[config.mk]
export PLATFORM = sky130hd
export DESIGN_NAME = pixel_streamer
export DESIGN_NICKNAME = d
export VERILOG_FILES = /design/src/rtl/conv_pkg.sv /design/src/rtl/pixel_skid_fifo.sv /design/src/rtl/pixel_streamer.sv
export SDC_FILE = /design/constraint.sdc
export NUM_CORES = 1
export LEC_CHECK = 0
export ABC_CLOCK_PERIOD_IN_PS = 8200
export CAP_MARGIN = 30
export CELL_PAD_IN_SITES_DETAIL_PLACEMENT = 1
export CELL_PAD_IN_SITES_GLOBAL_PLACEMENT = 1
export CORE_ASPECT_RATIO = 0.6
export CORE_MARGIN = 1
export CORE_UTILIZATION = 38
export DETAILED_ROUTE_END_ITERATION = 6
export GPL_TIMING_DRIVEN = 0
export PLACE_DENSITY = 0.79
export SLEW_MARGIN = 5
export SYNTH_ARGS = -nofsm -noshare
export SYNTH_HDL_FRONTEND = slang
export SYNTH_SLANG_ARGS = --single-unit
[constraint.sdc]
create_clock -name clk -period 8.2 [get_ports clk]
set_clock_uncertainty 0.05 [all_clocks]
set_input_delay 1.23 -clock clk [delete_from_list [all_inputs] [get_ports clk]]
set_output_delay 1.23 -clock clk [all_outputs]
set_load 0.03 [all_outputs]
[src/rtl/conv_pkg.sv]
// Shared widths and FSM encoding for the conv_buffer pixel transmit path.
package conv_pkg;

  localparam int unsigned DATA_WIDTH    = 8;
  localparam int unsigned BUFFER_LENGTH = 2000;
  localparam int unsigned MAX_PIXELS    = 4096;
  localparam int unsigned CW            = $clog2(BUFFER_LENGTH);
  localparam int unsigned AW            = $clog2(MAX_PIXELS);
  // Product width wide enough for any cols*rows before the MAX_PIXELS check
  localparam int unsigned PW            = 2 * CW;
  localparam int unsigned FCW           = 2;

  typedef enum logic [1:0] {
    IDLE  = 2'd0,
    RUN   = 2'd1,
    DRAIN = 2'd2
  } state_t;

endpackage

[src/rtl/pixel_skid_fifo.sv]
// Two-entry shift-style skid FIFO; slot0 is always the head so head_o is a register.
module pixel_skid_fifo
  import conv_pkg::*;
(
  input  logic                  clk_i,
  input  logic                  rst_i,
  input  logic                  push_i,
  input  logic [DATA_WIDTH-1:0] data_i,
  input  logic                  pop_i,
  output logic [DATA_WIDTH-1:0] head_o,
  output logic [FCW-1:0]        count_o
);

  logic [DATA_WIDTH-1:0] slot0_q, slot0_d;
  logic [DATA_WIDTH-1:0] slot1_q, slot1_d;
  logic [FCW-1:0]        cnt_q, cnt_d;
  logic [FCW-1:0]        occ;
  logic                  do_push;
  logic                  do_pop;

  assign do_pop  = pop_i && (cnt_q != '0);
  assign do_push = push_i && ((cnt_q != FCW'(2)) || do_pop);
  assign occ     = do_pop ? (cnt_q - FCW'(1)) : cnt_q;

  always_comb begin
    slot0_d = slot0_q;
    slot1_d = slot1_q;
    cnt_d   = occ;
    if (do_pop) begin
      slot0_d = slot1_q;
    end
    if (do_push) begin
      if (occ == '0) begin
        slot0_d = data_i;
      end else begin
        slot1_d = data_i;
      end
      cnt_d = occ + FCW'(1);
    end
  end

  always_ff @(posedge clk_i) begin
    if (rst_i) begin
      slot0_q <= '0;
      slot1_q <= '0;
      cnt_q   <= '0;
    end else begin
      slot0_q <= slot0_d;
      slot1_q <= slot1_d;
      cnt_q   <= cnt_d;
    end
  end

  assign head_o  = slot0_q;
  assign count_o = cnt_q;

endmodule

[src/rtl/pixel_streamer.sv]
// Streams a raster frame from synchronous-read memory into conv_buffer, one pixel per clock,
// with a stall-tolerant read credit scheme and sof/eol/eof framing.
module pixel_streamer
  import conv_pkg::*;
(
  input  logic                  clk,
  input  logic                  rst,
  input  logic                  start,
  input  logic [CW-1:0]         cfg_column_size,
  input  logic [CW-1:0]         cfg_row_size,
  input  logic                  stall,
  output logic                  mem_rd_en,
  output logic [AW-1:0]         mem_rd_addr,
  input  logic [DATA_WIDTH-1:0] mem_rd_data,
  output logic [DATA_WIDTH-1:0] out_point,
  output logic                  valid_out,
  output logic [CW-1:0]         frame_column_size,
  output logic                  sof,
  output logic                  eol,
  output logic                  eof,
  output logic                  busy,
  output logic                  done,
  output logic                  error
);

  state_t                state_q, state_d;
  logic                  rd_en_q, rd_en_d;
  logic [AW-1:0]         addr_q, addr_d;
  logic                  pend_q, pend_d;
  logic [DATA_WIDTH-1:0] pix_q, pix_d;
  logic                  vld_q, vld_d;
  logic [CW-1:0]         cols_q, cols_d;
  logic [AW-1:0]         last_q, last_d;
  logic [AW-1:0]         out_cnt_q, out_cnt_d;
  logic [CW-1:0]         col_q, col_d;
  logic                  sof_q, sof_d;
  logic                  eol_q, eol_d;
  logic                  eof_q, eof_d;
  logic                  busy_q, busy_d;
  logic                  done_q, done_d;
  logic                  err_q, err_d;

  logic [PW-1:0]         frame_px;
  logic                  cfg_ok;
  logic                  fifo_has;
  logic                  fifo_push;
  logic                  fifo_pop;
  logic [DATA_WIDTH-1:0] fifo_head;
  logic [FCW-1:0]        fifo_cnt;
  logic [FCW-1:0]        fifo_cnt_nx;
  logic                  emit;
  logic [DATA_WIDTH-1:0] emit_data;
  logic                  credit;
  logic                  last_col;

  assign frame_px = PW'(cfg_column_size) * PW'(cfg_row_size);
  assign cfg_ok   = (cfg_column_size != '0) && (cfg_row_size != '0) &&
                    (frame_px <= PW'(MAX_PIXELS));

  // Bus data is consumed every cycle it is present: emitted directly or parked in the skid FIFO.
  assign fifo_has  = (fifo_cnt != '0);
  assign emit      = !stall && (fifo_has || pend_q);
  assign fifo_pop  = emit && fifo_has;
  assign fifo_push = pend_q && !(emit && !fifo_has);
  assign emit_data = fifo_has ? fifo_head : mem_rd_data;
  assign last_col  = (col_q == (cols_q - CW'(1)));

  always_comb begin
    fifo_cnt_nx = fifo_cnt;
    if (fifo_push && !fifo_pop) begin
      fifo_cnt_nx = fifo_cnt + FCW'(1);
    end else if (fifo_pop && !fifo_push) begin
      fifo_cnt_nx = fifo_cnt - FCW'(1);
    end
  end

  // A new read is allowed only if everything still owed by memory fits in the FIFO under stall.
  assign credit = (fifo_cnt_nx == '0) || ((fifo_cnt_nx == FCW'(1)) && !rd_en_q);

  pixel_skid_fifo u_skid (
    .clk_i   (clk),
    .rst_i   (rst),
    .push_i  (fifo_push),
    .data_i  (mem_rd_data),
    .pop_i   (fifo_pop),
    .head_o  (fifo_head),
    .count_o (fifo_cnt)
  );

  always_comb begin
    state_d   = state_q;
    rd_en_d   = 1'b0;
    addr_d    = addr_q;
    pend_d    = rd_en_q;
    pix_d     = emit ? emit_data : pix_q;
    vld_d     = emit;
    cols_d    = cols_q;
    last_d    = last_q;
    out_cnt_d = out_cnt_q;
    col_d     = col_q;
    sof_d     = emit && (out_cnt_q == '0);
    eol_d     = emit && last_col;
    eof_d     = emit && (out_cnt_q == last_q);
    busy_d    = busy_q;
    done_d    = 1'b0;
    err_d     = 1'b0;

    if (emit) begin
      if (out_cnt_q != last_q) begin
        out_cnt_d = out_cnt_q + AW'(1);
      end
      col_d = last_col ? '0 : (col_q + CW'(1));
    end

    case (state_q)
      IDLE: begin
        if (start) begin
          if (cfg_ok) begin
            state_d   = RUN;
            busy_d    = 1'b1;
            cols_d    = cfg_column_size;
            last_d    = AW'(frame_px - PW'(1));
            rd_en_d   = 1'b1;
            addr_d    = '0;
            out_cnt_d = '0;
            col_d     = '0;
          end else begin
            err_d = 1'b1;
          end
        end
      end
      RUN: begin
        if (rd_en_q && (addr_q == last_q)) begin
          state_d = DRAIN;
        end else begin
          addr_d  = rd_en_q ? (addr_q + AW'(1)) : addr_q;
          rd_en_d = credit;
        end
      end
      DRAIN: begin
        if (vld_q && eof_q) begin
          state_d = IDLE;
          busy_d  = 1'b0;
          done_d  = 1'b1;
        end
      end
      default: begin
        state_d = IDLE;
        busy_d  = 1'b0;
      end
    endcase
  end

  always_ff @(posedge clk) begin
    if (rst) begin
      state_q   <= IDLE;
      rd_en_q   <= 1'b0;
      addr_q    <= '0;
      pend_q    <= 1'b0;
      pix_q     <= '0;
      vld_q     <= 1'b0;
      cols_q    <= '0;
      last_q    <= '0;
      out_cnt_q <= '0;
      col_q     <= '0;
      sof_q     <= 1'b0;
      eol_q     <= 1'b0;
      eof_q     <= 1'b0;
      busy_q    <= 1'b0;
      done_q    <= 1'b0;
      err_q     <= 1'b0;
    end else begin
      state_q   <= state_d;
      rd_en_q   <= rd_en_d;
      addr_q    <= addr_d;
      pend_q    <= pend_d;
      pix_q     <= pix_d;
      vld_q     <= vld_d;
      cols_q    <= cols_d;
      last_q    <= last_d;
      out_cnt_q <= out_cnt_d;
      col_q     <= col_d;
      sof_q     <= sof_d;
      eol_q     <= eol_d;
      eof_q     <= eof_d;
      busy_q    <= busy_d;
      done_q    <= done_d;
      err_q     <= err_d;
    end
  end

  assign mem_rd_en         = rd_en_q;
  assign mem_rd_addr       = addr_q;
  assign out_point         = pix_q;
  assign valid_out         = vld_q;
  assign frame_column_size = cols_q;
  assign sof               = sof_q;
  assign eol               = eol_q;
  assign eof               = eof_q;
  assign busy              = busy_q;
  assign done              = done_q;
  assign error             = err_q;

endmodule
==> impl_metrics.ini <==
[run_status]
status = completed

[sta]
tightest_slew_ns = 0.901
period_share_pct = 95.8
rsz0062_at_grt = no
max-slew-margin-rel_pct = 39.2
hold_violations = 0
min_period_ns = 7.86
setup-violations-final = 0
holdWs_ns = 0.440
fmax_ghz = 0.127
timing.setup.tns_ns = 0
final-max-slew-violation-count = 0
setup_ws_ns = 0.343

[layout]
drive_gt1_share_pct = 6.18
areaGrowthSynthToFinish_pct = 16.1
num_antenna_cells = 0
finalNetCount = 1392

[floorplanning]
dieArea_um2 = 24800
core_region_area_um2 = 23400
die_x_um = 203
start_util_pct = 39.2
die_h_um = 122
num_rows = 43
ios = 73

[critical_path]
critical_path_required_ns = 8.40
worstSetupPathType = primary input to flip-flop
cp_slowest_cell = clkdlybuf4s50_1
critPathBufInv = 9
critPathTopFamily = adder cells
worst_setup_path_start_kind = primary input
max_stage_delay_ns = 0.61
rrSetupSlack_ns = 4.83
regToRegStartpoint = u_skid.count_o[0]
critical_path.startpoint = cfg_row_size[4]
crit_fanout = 10
cp.arrival_ns = 8.05
end_kind = flip-flop

[synthesis]
synth_edf_count = 0
synth-seq-area-share_pct = 20.7
async_flop_share_pct = 0
synth-adder-area-share_pct = 26.9
syn-cell-area_um2 = 9170
synth_xor_area_share_pct = 7.35
synth_seq_cells = 95
ys.flop_type = dfxtp_1
synth_nets = 1309
syn_inst = 1126
yosysUniqueCellTypes = 55
yosys_warnings = 0
muxShareOfSynthArea_pct = 3.08
synthSimpleGateAreaFrac_pct = 22.5
synth_area_per_cell_um2 = 8.15
synth_top_family_by_area = adder cells
synth_compound_area_share_pct = 11.2

[clock_tree]
path_clk_slew_ns = 0.07
cts_tree = built
clkSinkCount = 95
htreeDepth = 3
clockRootBuffer = clkbuf_16
cts_buffers = 9
clockBufferDepth = 2
ctsHoldBuffers = 0
insertion_delay_ns = 0.36

[global_routing]
grt_pass1_wl_mm = 46.8
grt_start_max_net_pins = 17
track_usage_pct = 24.4
overflow = 0
grt_pass1_vias = 8470
antenna_found_initial = 0

[power_and_ir_drop]
peakVddDrop_mv = 0.192
cellPowerDensity_nw_per_um2 = 290
p_leak_uw = 0.00478
power_uw = 3090

[placement]
dp_hpwl_mm = 23.9
place.gp.congestion = 0.887
io_buffers = 72
place_ws_ns = -0.382

[job]
drv_cap = 0

[routing]
ant_nets = 0
wl_per_cell_um = 19.1
routed_wl_mm = 29.1
drc = 0
vias = 8123
firstDrtPassIters = 5
first_iter_violations = 424
viasPerCell = 5.31

[min_path]
min_from = u_skid.slot1_q[3]
hold_class = flip-flop to flip-flop
-- cell usage in the layout, fill, tap and decap left out, types with 4 or more instances in the layout --
| master | count |
|---|---|
| and3_1 | 9 |
| nor3b_1 | 10 |
| clkdlybuf4s50_1 | 70 |
| mux2_2 | 10 |
| xnor2_1 | 37 |
| a211oi_1 | 12 |
| mux2i_1 | 17 |
| clkbuf_16 | 9 |
| a311oi_1 | 10 |
| or3_1 | 5 |
| o21ai_0 | 32 |
| xor2_1 | 40 |
| a31oi_1 | 4 |
| nand3_1 | 25 |
| nor3_1 | 21 |
| nor4b_1 | 4 |
| nor4_1 | 13 |
| nor2b_1 | 5 |
| and2_1 | 58 |
| buf_2 | 9 |
| inv_1 | 137 |
| nand4_1 | 10 |
| ha_1 | 69 |
| clkbuf_2 | 20 |
| dfxtp_1 | 95 |
| fa_1 | 80 |
| a21oi_1 | 64 |
| clkbuf_1 | 22 |
| a21o_1 | 14 |
| nor2_1 | 83 |
| nand2_1 | 163 |
-- synth_stat cells, types with 4 or more instances --
master,instances,area (µm²)
nand2_1,163,612
inv_1,137,514
dfxtp_1,95,1900
nor2_1,83,312
fa_1,80,1600
ha_1,69,863
a21oi_1,64,320
and2_1,58,363
clkbuf_1,42,158
xor2_1,40,350
xnor2_1,37,324
o21ai_0,32,160
nand3_1,25,125
nor3_1,21,105
mux2i_1,17,170
a21o_1,14,105
a211oi_1,13,97.6
nor4_1,13,81.3
a311oi_1,10,87.6
mux2_2,10,113
nand4_1,10,62.6
nor3b_1,10,75.1
and3_1,9,56.3
buf_2,8,40.0
a31oi_1,5,31.3
nor2b_1,5,31.3
or3_1,5,31.3
nor4b_1,4,35.0
-- repair_timing --
action / 4_1_cts / 5_1_grt
gates cloned: 0 / 0
pin swaps: 0 / 0
buffers inserted: 0 / 0
endpoints found under the setup margin: 10 / 60
gates resized for setup: 2 / 44
-- cell type report --
type                            count  area, µm²
Fill cell                        2839      12800
Multi-Input combinational cell    837       6520
Sequential cell                    95       1900
Timing Repair Buffer               72        726
Inverter                          137        514
Tap cell                          315        394
Buffer                             57        273
Clock buffer                        9        225
Clock inverter                      7       95.1
-- metrics by stage --
| stage | instance area [µm²] | utilization (%) | cells |
|---|---|---|---|
| after floorplan | 9170 | - | 1126 |
| after global placement | 10300 | 44.0 | 1513 |
| after detailed placement | 10300 | 44.0 | 1513 |
| after CTS | 10600 | 45.3 | 1529 |
| after global routing | 10700 | 45.5 | 1529 |
| final | 10700 | 45.5 | 1529 |
-- kinds of logic (layout without fill, tap and decap cells) --
logic type               after synthesis  after routing
AND/OR/NAND/NOR                      423            423
buffers and inverters                194            282
AO/OA/AOI/OAI                        161            161
adder cells (fa/ha/maj)              149            149
flip-flops                            95             95
XOR/XNOR                              77             77
multiplexers                          27             27
-- where the power goes --
group	total (µW)	internal, µW	switching (µW)
Clock	466	269	197
Combinational	2090	821	1260
Sequential	534	501	33.6
Total	3090	1590	1500
-- routing by layer --
layer / routed length [µm] / global-route usage (%) / up-vias
met2: 11900 / 35.6 / 168
met5: 0 / 0 / -
met1: 15400 / 37.0 / 4090
met3: 1750 / 5.92 / 11
li1: - / - / 3854
met4: 114 / 2.44 / 0
-- worst register-to-register path: stages, from the launching register on --
cell and delay [ns]:
dfxtp_1 0.38, inv_1 0.10, ha_1 0.20, clkbuf_1 0.21, nor2_1 0.22, clkbuf_1 0.45, mux2_2 0.41, ha_1 0.20
nand2_1 0.23, clkbuf_1 0.45, nor2_1 0.09, a311oi_1 0.28
-- flip-flops by register name, indices dropped and copies added (netlist names), 8 cells and up --
name and count:
frame_column_size 11, last_q 12, out_cnt_q 12, u_skid.head_o 8
col_q 11, out_point 8, u_skid.slot1_q 8, mem_rd_addr 12
-- path summary, 6_finish.rpt --
| path | to | cells past startpoint |
|---|---|---|
| worst max register to register | u_skid.head_o[6] | 11 |
| worst min register to register | u_skid.head_o[3] | 2 |
| worst min-delay path | u_skid.head_o[3] | 2 |
| worst max-delay path | mem_rd_addr[9] | 25 |
Power figures use the tool's default switching activity.
